$ cat src/rtl/sd_arb_pkg.sv
// sd_req_arbiter shared types: FSM states, grant width, transfer directions.
// Used by the arbiter top and its round-robin picker.
package sd_arb_pkg;

    localparam int MAX_REQ = 8;
    localparam int GW      = 3;

    typedef enum logic [1:0] {
        IDLE  = 2'd0,
        ISSUE = 2'd1,
        XFER  = 2'd2,
        DONE  = 2'd3
    } state_t;

    localparam logic DIR_RD = 1'b0;
    localparam logic DIR_WR = 1'b1;

    function automatic logic [MAX_REQ-1:0] onehot(input logic [GW-1:0] i);
        return MAX_REQ'(1) << i;
    endfunction

endpackage

$ cat src/rtl/sd_req_arbiter_rr_pick.sv
// Combinational round-robin picker for sd_req_arbiter.
// Finds the first pending client searching upward from last+1 with wrap.
module rr_pick
    import sd_arb_pkg::*;
#(
    parameter int NREQ = 4
) (
    input  logic [NREQ-1:0] pending,
    input  logic [GW-1:0]   last,
    output logic            valid,
    output logic [GW-1:0]   idx
);

    logic [MAX_REQ-1:0] pend;

    assign pend = MAX_REQ'(pending);

    // Scan farthest offset first so the nearest pending client after last wins
    always_comb begin
        logic [GW-1:0] j;
        valid = 1'b0;
        idx   = '0;
        j     = '0;
        for (int k = NREQ; k >= 1; k--) begin
            j = GW'((int'(last) + k) % NREQ);
            if (pend[j]) begin
                valid = 1'b1;
                idx   = j;
            end
        end
    end

endmodule

$ cat src/rtl/sd_req_arbiter.sv
// Round-robin arbiter sharing one HPS SD block channel among NREQ disk clients.
// Optional issue timeout is enabled by defining SD_ARB_TIMEOUT_EN.
module sd_req_arbiter
    import sd_arb_pkg::*;
#(
    parameter int NREQ    = 4,
    parameter int DW      = 8,
    parameter int AW      = 9,
    parameter int TIMEOUT = 1 << 24
) (
    input  logic                 clk_sys,
    input  logic                 reset,
    input  logic [32*NREQ-1:0]   req_lba,
    input  logic [NREQ-1:0]      req_rd,
    input  logic [NREQ-1:0]      req_wr,
    output logic [NREQ-1:0]      req_done,
    output logic [NREQ-1:0]      req_err,
    output logic [NREQ-1:0]      req_ack,
    output logic [NREQ-1:0]      req_buff_wr,
    input  logic [DW*NREQ-1:0]   req_buff_din,
    output logic [AW-1:0]        buff_addr,
    output logic [DW-1:0]        buff_dout,
    output logic [31:0]          sd_lba,
    output logic                 sd_rd,
    output logic                 sd_wr,
    input  logic                 sd_ack,
    input  logic [AW-1:0]        sd_buff_addr,
    input  logic [DW-1:0]        sd_buff_dout,
    input  logic                 sd_buff_wr,
    output logic [DW-1:0]        sd_buff_din,
    output logic [GW-1:0]        grant,
    output logic                 busy
);

    state_t             state, state_nxt;
    logic [GW-1:0]      grant_q, grant_nxt;
    logic [GW-1:0]      last_q, last_nxt;
    logic [31:0]        lba_q, lba_nxt;
    logic               rd_q, rd_nxt;
    logic               wr_q, wr_nxt;
    logic [NREQ-1:0]    done_q, done_nxt;
    logic               busy_q, busy_nxt;

    logic               pick_valid;
    logic [GW-1:0]      pick_idx;
    logic               pick_dir;
    logic               act;

    logic [31:0]        lba_arr [MAX_REQ];
    logic [DW-1:0]      din_arr [MAX_REQ];
    logic [MAX_REQ-1:0] rd_vec;

    assign rd_vec = MAX_REQ'(req_rd);

    for (genvar i = 0; i < MAX_REQ; i++) begin : g_arr
        if (i < NREQ) begin : g_used
            assign lba_arr[i] = req_lba[32*i +: 32];
            assign din_arr[i] = req_buff_din[DW*i +: DW];
        end else begin : g_pad
            assign lba_arr[i] = '0;
            assign din_arr[i] = '0;
        end
    end

    rr_pick #(
        .NREQ (NREQ)
    ) u_pick (
        .pending (req_rd | req_wr),
        .last    (last_q),
        .valid   (pick_valid),
        .idx     (pick_idx)
    );

    // Read wins when a client raises both; its write stays pending
    assign pick_dir = rd_vec[pick_idx] ? DIR_RD : DIR_WR;

    // Strobes reach a client only while its transfer is live, so spurious
    // sd_ack in IDLE or DONE produces nothing
    assign act = busy_q & ((state == ISSUE) | (state == XFER));

    for (genvar i = 0; i < NREQ; i++) begin : g_route
        assign req_ack[i]     = sd_ack & act & (grant_q == GW'(i));
        assign req_buff_wr[i] = sd_buff_wr & act & (grant_q == GW'(i));
    end

    assign sd_buff_din = din_arr[grant_q];
    assign buff_addr   = sd_buff_addr;
    assign buff_dout   = sd_buff_dout;

    assign sd_lba   = lba_q;
    assign sd_rd    = rd_q;
    assign sd_wr    = wr_q;
    assign req_done = done_q;
    assign grant    = grant_q;
    assign busy     = busy_q;

`ifdef SD_ARB_TIMEOUT_EN
    localparam logic [24:0] TO_LAST = 25'(TIMEOUT - 1);

    logic [24:0]     cnt_q, cnt_nxt;
    logic [NREQ-1:0] err_q, err_nxt;

    assign req_err = err_q;

    // Issue watchdog counter and error pulse register
    always_ff @(posedge clk_sys) begin
        if (reset) begin
            cnt_q <= '0;
            err_q <= '0;
        end else begin
            cnt_q <= cnt_nxt;
            err_q <= err_nxt;
        end
    end
`else
    assign req_err = '0;
`endif

    // Control state and registered outputs
    always_ff @(posedge clk_sys) begin
        if (reset) begin
            state   <= IDLE;
            grant_q <= '0;
            last_q  <= '0;
            lba_q   <= '0;
            rd_q    <= 1'b0;
            wr_q    <= 1'b0;
            done_q  <= '0;
            busy_q  <= 1'b0;
        end else begin
            state   <= state_nxt;
            grant_q <= grant_nxt;
            last_q  <= last_nxt;
            lba_q   <= lba_nxt;
            rd_q    <= rd_nxt;
            wr_q    <= wr_nxt;
            done_q  <= done_nxt;
            busy_q  <= busy_nxt;
        end
    end

    // Next-state and next-output logic for one transaction at a time
    always_comb begin
        state_nxt = state;
        grant_nxt = grant_q;
        last_nxt  = last_q;
        lba_nxt   = lba_q;
        rd_nxt    = rd_q;
        wr_nxt    = wr_q;
        done_nxt  = '0;
`ifdef SD_ARB_TIMEOUT_EN
        cnt_nxt   = cnt_q;
        err_nxt   = '0;
`endif
        unique case (state)
            IDLE: begin
                if (pick_valid) begin
                    grant_nxt = pick_idx;
                    lba_nxt   = lba_arr[pick_idx];
                    rd_nxt    = (pick_dir == DIR_RD);
                    wr_nxt    = (pick_dir == DIR_WR);
                    state_nxt = ISSUE;
`ifdef SD_ARB_TIMEOUT_EN
                    cnt_nxt   = '0;
`endif
                end
            end
            ISSUE: begin
                if (sd_ack) begin
                    rd_nxt    = 1'b0;
                    wr_nxt    = 1'b0;
                    state_nxt = XFER;
`ifdef SD_ARB_TIMEOUT_EN
                end else if (cnt_q == TO_LAST) begin
                    rd_nxt    = 1'b0;
                    wr_nxt    = 1'b0;
                    err_nxt   = NREQ'(onehot(grant_q));
                    last_nxt  = grant_q;
                    state_nxt = IDLE;
                end else begin
                    cnt_nxt   = cnt_q + 25'd1;
`endif
                end
            end
            XFER: begin
                if (!sd_ack) begin
                    done_nxt  = NREQ'(onehot(grant_q));
                    last_nxt  = grant_q;
                    state_nxt = DONE;
                end
            end
            DONE: begin
                state_nxt = IDLE;
            end
            default: begin
                state_nxt = IDLE;
            end
        endcase
        busy_nxt = (state_nxt != IDLE);
    end

endmodule
$ cat config.mk
export PLATFORM = sky130hd
export DESIGN_NAME = sd_req_arbiter
export DESIGN_NICKNAME = d
export VERILOG_FILES = /design/src/rtl/sd_arb_pkg.sv /design/src/rtl/sd_req_arbiter_rr_pick.sv /design/src/rtl/sd_req_arbiter.sv
export SDC_FILE = /design/constraint.sdc
export NUM_CORES = 1
export LEC_CHECK = 0
export ABC_AREA = 0
export BUFFER_PORTS_ARGS = -buffer_cell sky130_fd_sc_hd__buf_2
export CAP_MARGIN = 10
export CORE_AREA = 2 2 104 106
export CTS_CLUSTER_DIAMETER = 80
export DETAILED_ROUTE_END_ITERATION = 10
export DIE_AREA = 0 0 106 108
export PLACE_DENSITY = 0.82
export SLEW_MARGIN = 20
export SYNTH_ARGS = -nofsm -noshare
export SYNTH_HDL_FRONTEND = slang
export SYNTH_SLANG_ARGS = --single-unit
$ cat constraint.sdc
create_clock -name clk_sys -period 2.2 [get_ports clk_sys]
set_clock_uncertainty 0.2 [all_clocks]
set_input_delay 0.44 -clock clk_sys [delete_from_list [all_inputs] [get_ports clk_sys]]
set_output_delay 0.44 -clock clk_sys [all_outputs]
set_load 0.005 [all_outputs]
Word-level counts from Yosys, hierarchy flattened
Index checks and enable logic that the tools add are counted.
Word-level totals
  bits in registers: 46
  output and inout port bits: 79
  logic and storage cells: 95
Operators by class
  reductions and logical operators: 12
  eq/ne operators: 8
  order comparisons: 7
  shifts and indexed selects: 1
  bitwise gates (word level): 21
  mux-type cells: 34
  add/sub/neg operators: 4
Operators by type and width (number)
  binary-select mux 32 bit (select 3 bit): 1
  two-way mux 32 bit: 2
  binary-select mux 8 bit (select 3 bit): 1
  less-than comparator 3 x 4 -> 1 bit, second input constant: 5
  two-way mux 8 bit: 2
  binary-select mux 1 bit (select 3 bit): 5
  two-way mux 1 bit: 13
  two-way mux 3 bit: 4
  bitwise AND 1 bit: 11
  greater-or-equal comparator 4 bit, second input constant: 2
  inverter 3 -> 4 bit: 2
  case mux 2 bit (4 select lines): 1
  OR reduction 2 bit: 4
  equality test 3 x 2 -> 1 bit, second input constant: 2
  two-way mux 2 bit: 3
  adder 2 x 1 -> 2 bit, second input constant: 2
  adder 2 bit, second input constant: 2
  bitwise AND 1 bit, first input constant: 4
  equality test 2 bit, second input constant: 2
  inequality test 2 bit, second input constant: 2
  OR 4 bit: 1
  case mux 1 bit (2 select lines): 2
  AND reduction 2 bit: 2
  nonzero test 2 bit: 2
  other kinds (9): 10

Logic depth before layout (Yosys ltp)
  depth after elaboration: 14
  gate-level depth with buffers: 9
  gate-level depth less buffers: 6

Hierarchy
From an unflattened synthesis, not the netlist that was laid out.
Second synthesis, totals
  cell total of the unflattened synthesis: 261
  area total of the unflattened synthesis: 3036.7 um^2
Modules (own cells, without submodules)
  sd_req_arbiter: times used 1, cells an instance 245, seq. area each 940.9 um^2, area each 2934.1 um^2
  rr_pick: times used 1, cells an instance 16, seq. area each 0.0 um^2, area each 102.6 um^2

Least setup slack after synthesis
Ideal clock, no wire load.
  path kind: input port to flip-flop
  start: input req_wr[0]
  end: register lba_q[11] (netlist: sd_lba[11])
  data arrival time: 2031 ps
  data required time: 1871 ps
  path slack: -161 ps
  library setup time: 129 ps
  cell stages on the path: 8
  cell sequence: or2_1 -> buf_6 -> a2111o_4 -> nand3_4 -> buf_12 -> buf_8 -> mux2i_1 -> o211ai_2
Between the ends
  word-level cells in the longest chain between the ends: 11
  elaborated cells on any way between the ends: 22
Ends and longest elaborated chain
  from (decl): RTL line sd_req_arbiter.sv:15  | input logic [NREQ-1:0] req_wr,
  OR 4 bit (*): RTL line sd_req_arbiter.sv:68  | .pending (req_rd | req_wr),
  binary-select mux 1 bit (select 3 bit): RTL line sd_req_arbiter_rr_pick.sv:26  | if (pend[j]) begin
  two-way mux 1 bit (not written as such): RTL line sd_req_arbiter_rr_pick.sv:26
  two-way mux 3 bit (4 in series): RTL line sd_req_arbiter_rr_pick.sv:26
  inverter 3 -> 4 bit (not written as such): RTL line sd_req_arbiter.sv:159  | lba_nxt = lba_arr[pick_idx];
  binary-select mux 32 bit (select 3 bit): RTL line sd_req_arbiter.sv:159
  two-way mux 32 bit (not written as such) (2 in series): RTL line sd_req_arbiter.sv:159
  to (signal assigned): RTL line sd_req_arbiter.sv:134  | lba_q <= lba_nxt;
  to (decl): RTL line sd_req_arbiter.sv:38  | logic [31:0] lba_q, lba_nxt;
Every way passes the cells marked *; elsewhere a longest branch is shown, timed or not. The select of a mux whose other input is x is not followed.
A chain may end at the register's enable or synchronous reset.

Worst setup path in the final report
  start: register grant_q[0] (netlist: grant[0])
  end: output sd_buff_din[6]
Between the ends
  word-level cells in the longest chain between the ends: 4
Ends and longest elaborated chain
  from (decl): RTL line sd_req_arbiter.sv:36  | logic [GW-1:0] grant_q, grant_nxt;
  from (signal assigned): RTL line sd_req_arbiter.sv:132  | grant_q <= grant_nxt;
  inverter 3 -> 4 bit (not written as such): RTL line sd_req_arbiter.sv:86  | assign sd_buff_din = din_arr[grant_q];
  binary-select mux 8 bit (select 3 bit): RTL line sd_req_arbiter.sv:86
  two-way mux 8 bit (not written as such) (2 in series): RTL line sd_req_arbiter.sv:86
  to (decl): RTL line sd_req_arbiter.sv:30  | output logic [DW-1:0] sd_buff_din,
No other way between the ends. The select of a mux whose other input is x is not followed.

==> results.cfg <==
[grt]
antenna_found_initial = 1
grt_start_max_net_pins = 28
overflow = 0
grtUsageMet2_pct = 41.89
grt_pass1_wl_mm = 19.56
gr-usage-met3_pct = 3.978
grt_pass1_vias = 4000
grt_usage_pct = 21.57
grt.met1_usage_pct = 22.45
grt_busiest_layer = met2

[hold_path]
hold_path_class = primary input to flop
hold_path_startpoint = req_lba[8]

[clock_tree]
clk_latency_ps = 290
clock-sinks = 45
h-tree-depth = 2
ctsHoldBuffers = 0
cts_tree = done
numCtsBuffers = 5
path_clk_slew_ps = 100
cts-root-buf = clkbuf_8
clockBufferDepth = 2

[synthesis]
synth-edff-count = 0
synth_flop_cell = dfxtp_1
ys_seq_area_share_pct = 25.50
syn-instance-count = 382
yosysTopAreaCell = dfxtp_1
ys_warn_count = 0
synth_most_common_cell = dfxtp_1
async_flop_share_pct = 0
synth_commonest_cells = dfxtp_1 (45), mux2i_1 (41), nand2_1 (30), o31a_1 (28), and4_1 (27)
synth_cell_types = 54
ys_ff_latch = 45
synthTopCellsByArea = dfxtp_1 (25%), mux2i_1 (12%), o31a_1 (6.9%)
syn_avg_cell_area_um2 = 9.250
syn-cell-area_mm2 = 0.003533
synth_top_area_share_pct = 25.50

[floorplanning]
io_pins = 268
coreArea_mm2 = 0.01023
die_y_um = 108
die_w_um = 106
die_area_mm2 = 0.01145
initial_core_util_pct = 34.54
rows = 37

[setup_path]
timing.rr.start = last_q[0]$_SDFFE_PP0P_
crit_arrival_ps = 1490
critPathLaunchType = flop
cp_top_family = multiplexers
path_max_fanout = 9
crit_required_ps = 1560
end_kind = primary output
critPathLaunch = grant[0]$_SDFFE_PP0P_
slowest_stage = mux4_2
path_cells = buf_8, mux4_2, buf_2
critPathBufInv = 2
worst-setup-path-type = flop to primary output
cpPeakStageDelay_ps = 520

[placed_design]
gp_congestion = 0.8643
place_inst = 723
dp_hpwl_mm = 10.29
portBuffers = 228

[routing]
wl_per_cell_um = 17.47
wl_mm = 12.82
dr.pass1.iters = 4
via_per_inst = 5.380
ant_nets = 0
drc = 0
vias = 3949
drtIter0Drc = 202

[sta]
rsz0062_at_grt = false
hold_viol = 0
finalCritPeriodShare_pct = 96.80
post-route-min-period_ps = 2130
max_freq_ghz = 0.4696
setup_viol = 0
slew_violations = 0
setup_tns_ps = 0

[finish]
nets = 788
drive_gt1_share_pct = 52.26
syn2layout_area_growth_pct = 41.68
multi_input_area_mm2 = 0.002290
n_fill_cell = 954
postLayoutCoreUtil_pct = 48.93
regArea_um2 = 907.1
fin_cells = 734

[power_and_ir_drop]
p_leak_nw = 2.500
power_w = 0.002356
ir_drop_mv = 0.2659
cellPowerDensity_mw_per_mm2 = 470.7

[outcome]
status = finished clean

[run]
cap_viol_max_count = 0
-- power by group --
part           switching [W]  leakage [nW]  internal (W)
clock network       0.000297        0.0374      0.000224
logic               0.000412          2.09      0.000469
registers          0.0000525         0.373      0.000902
total               0.000761          2.50       0.00159
-- cell families (layout without fill, tap and decap cells) --
family | Yosys count | count (layout) | share of synthesized area (%)
mux | 49 | 49 | 16.71
flops | 45 | 45 | 25.50
other cells | 1 | 6 | 0.1061
buf+inv | 61 | 272 | 11.33
compound gates | 119 | 119 | 27.87
fa+ha+maj | 3 | 3 | 1.062
simple gates | 104 | 104 | 17.42
-- timing repair --
item	CTS	global route
gates resized for setup	2	12
buffers inserted	1	1
setup endpoints to repair	19	48
pin swaps	1	3
-- per-stage QoR --
step / area [um2] / setup WS, ps / hold slack [ps]
final: 5006 / 70.39 / 232.8
after global routing: 5006 / 5.487 / 231.9
after CTS: 4957 / 3.372 / 223.6
after detailed placement: 4852 / -339.4 / 260.9
after global placement: 4852 / -219.2 / 247.7
after floorplan: 3551 / -121.9 / 265.7
-- area by class of cell --
class / count / share of cell area (%)
diodes: 1 / 0.04999
repair buffers: 262 / 30.79
clock buffers: 6 / 1.450
well taps: 136 / 3.399
clock inverters: 2 / 0.2999
inverters: 2 / 0.1500
multi-input cells: 280 / 45.74
flip-flops and latches: 45 / 18.12
-- sequential cells by signal, indices dropped and copies added (netlist names) --
register,count
busy,1
grant,2
last_q,2
req_done,4
sd_lba,32
sd_rd,1
sd_wr,1
state,2
-- worst min-delay path: cells and delay by family --
family	cells	cell delay, ps
AOI/OAI and AO/OA	1	120
buffers and inverters	1	70
muxes	1	70
-- worst paths after layout --
path | depth (start not counted) | to | slack, ps
hold / removal | 3 | sd_lba[8]$_SDFFE_PP0P_ | 230
hold reg to reg | 2 | sd_lba[0]$_SDFFE_PP0P_ | 280
setup reg to reg | 7 | sd_lba[11]$_SDFFE_PP0P_ | 140
setup / recovery | 3 | sd_buff_din[6] | 70
-- per-layer routing --
metal  up-vias  share of wire (%)  wire (um)
met5         -                  0          0
met4         0                4.2        538
met3        34                7.0        898
met2       217                 52       6607
met1      1833                 37       4779
li1       1865                  -          -
-- layout by cell type, fill, tap and decap left out, types with 8 or more instances in the layout --
master,count
nor2_1,22
o211ai_1,17
nand2_1,30
buf_12,11
mux4_2,8
buf_2,228
buf_4,22
o211ai_2,12
dfxtp_1,40
mux2i_1,41
and4_1,27
o21ai_0,26
o31a_1,28
Power figures use the tool's default switching activity.
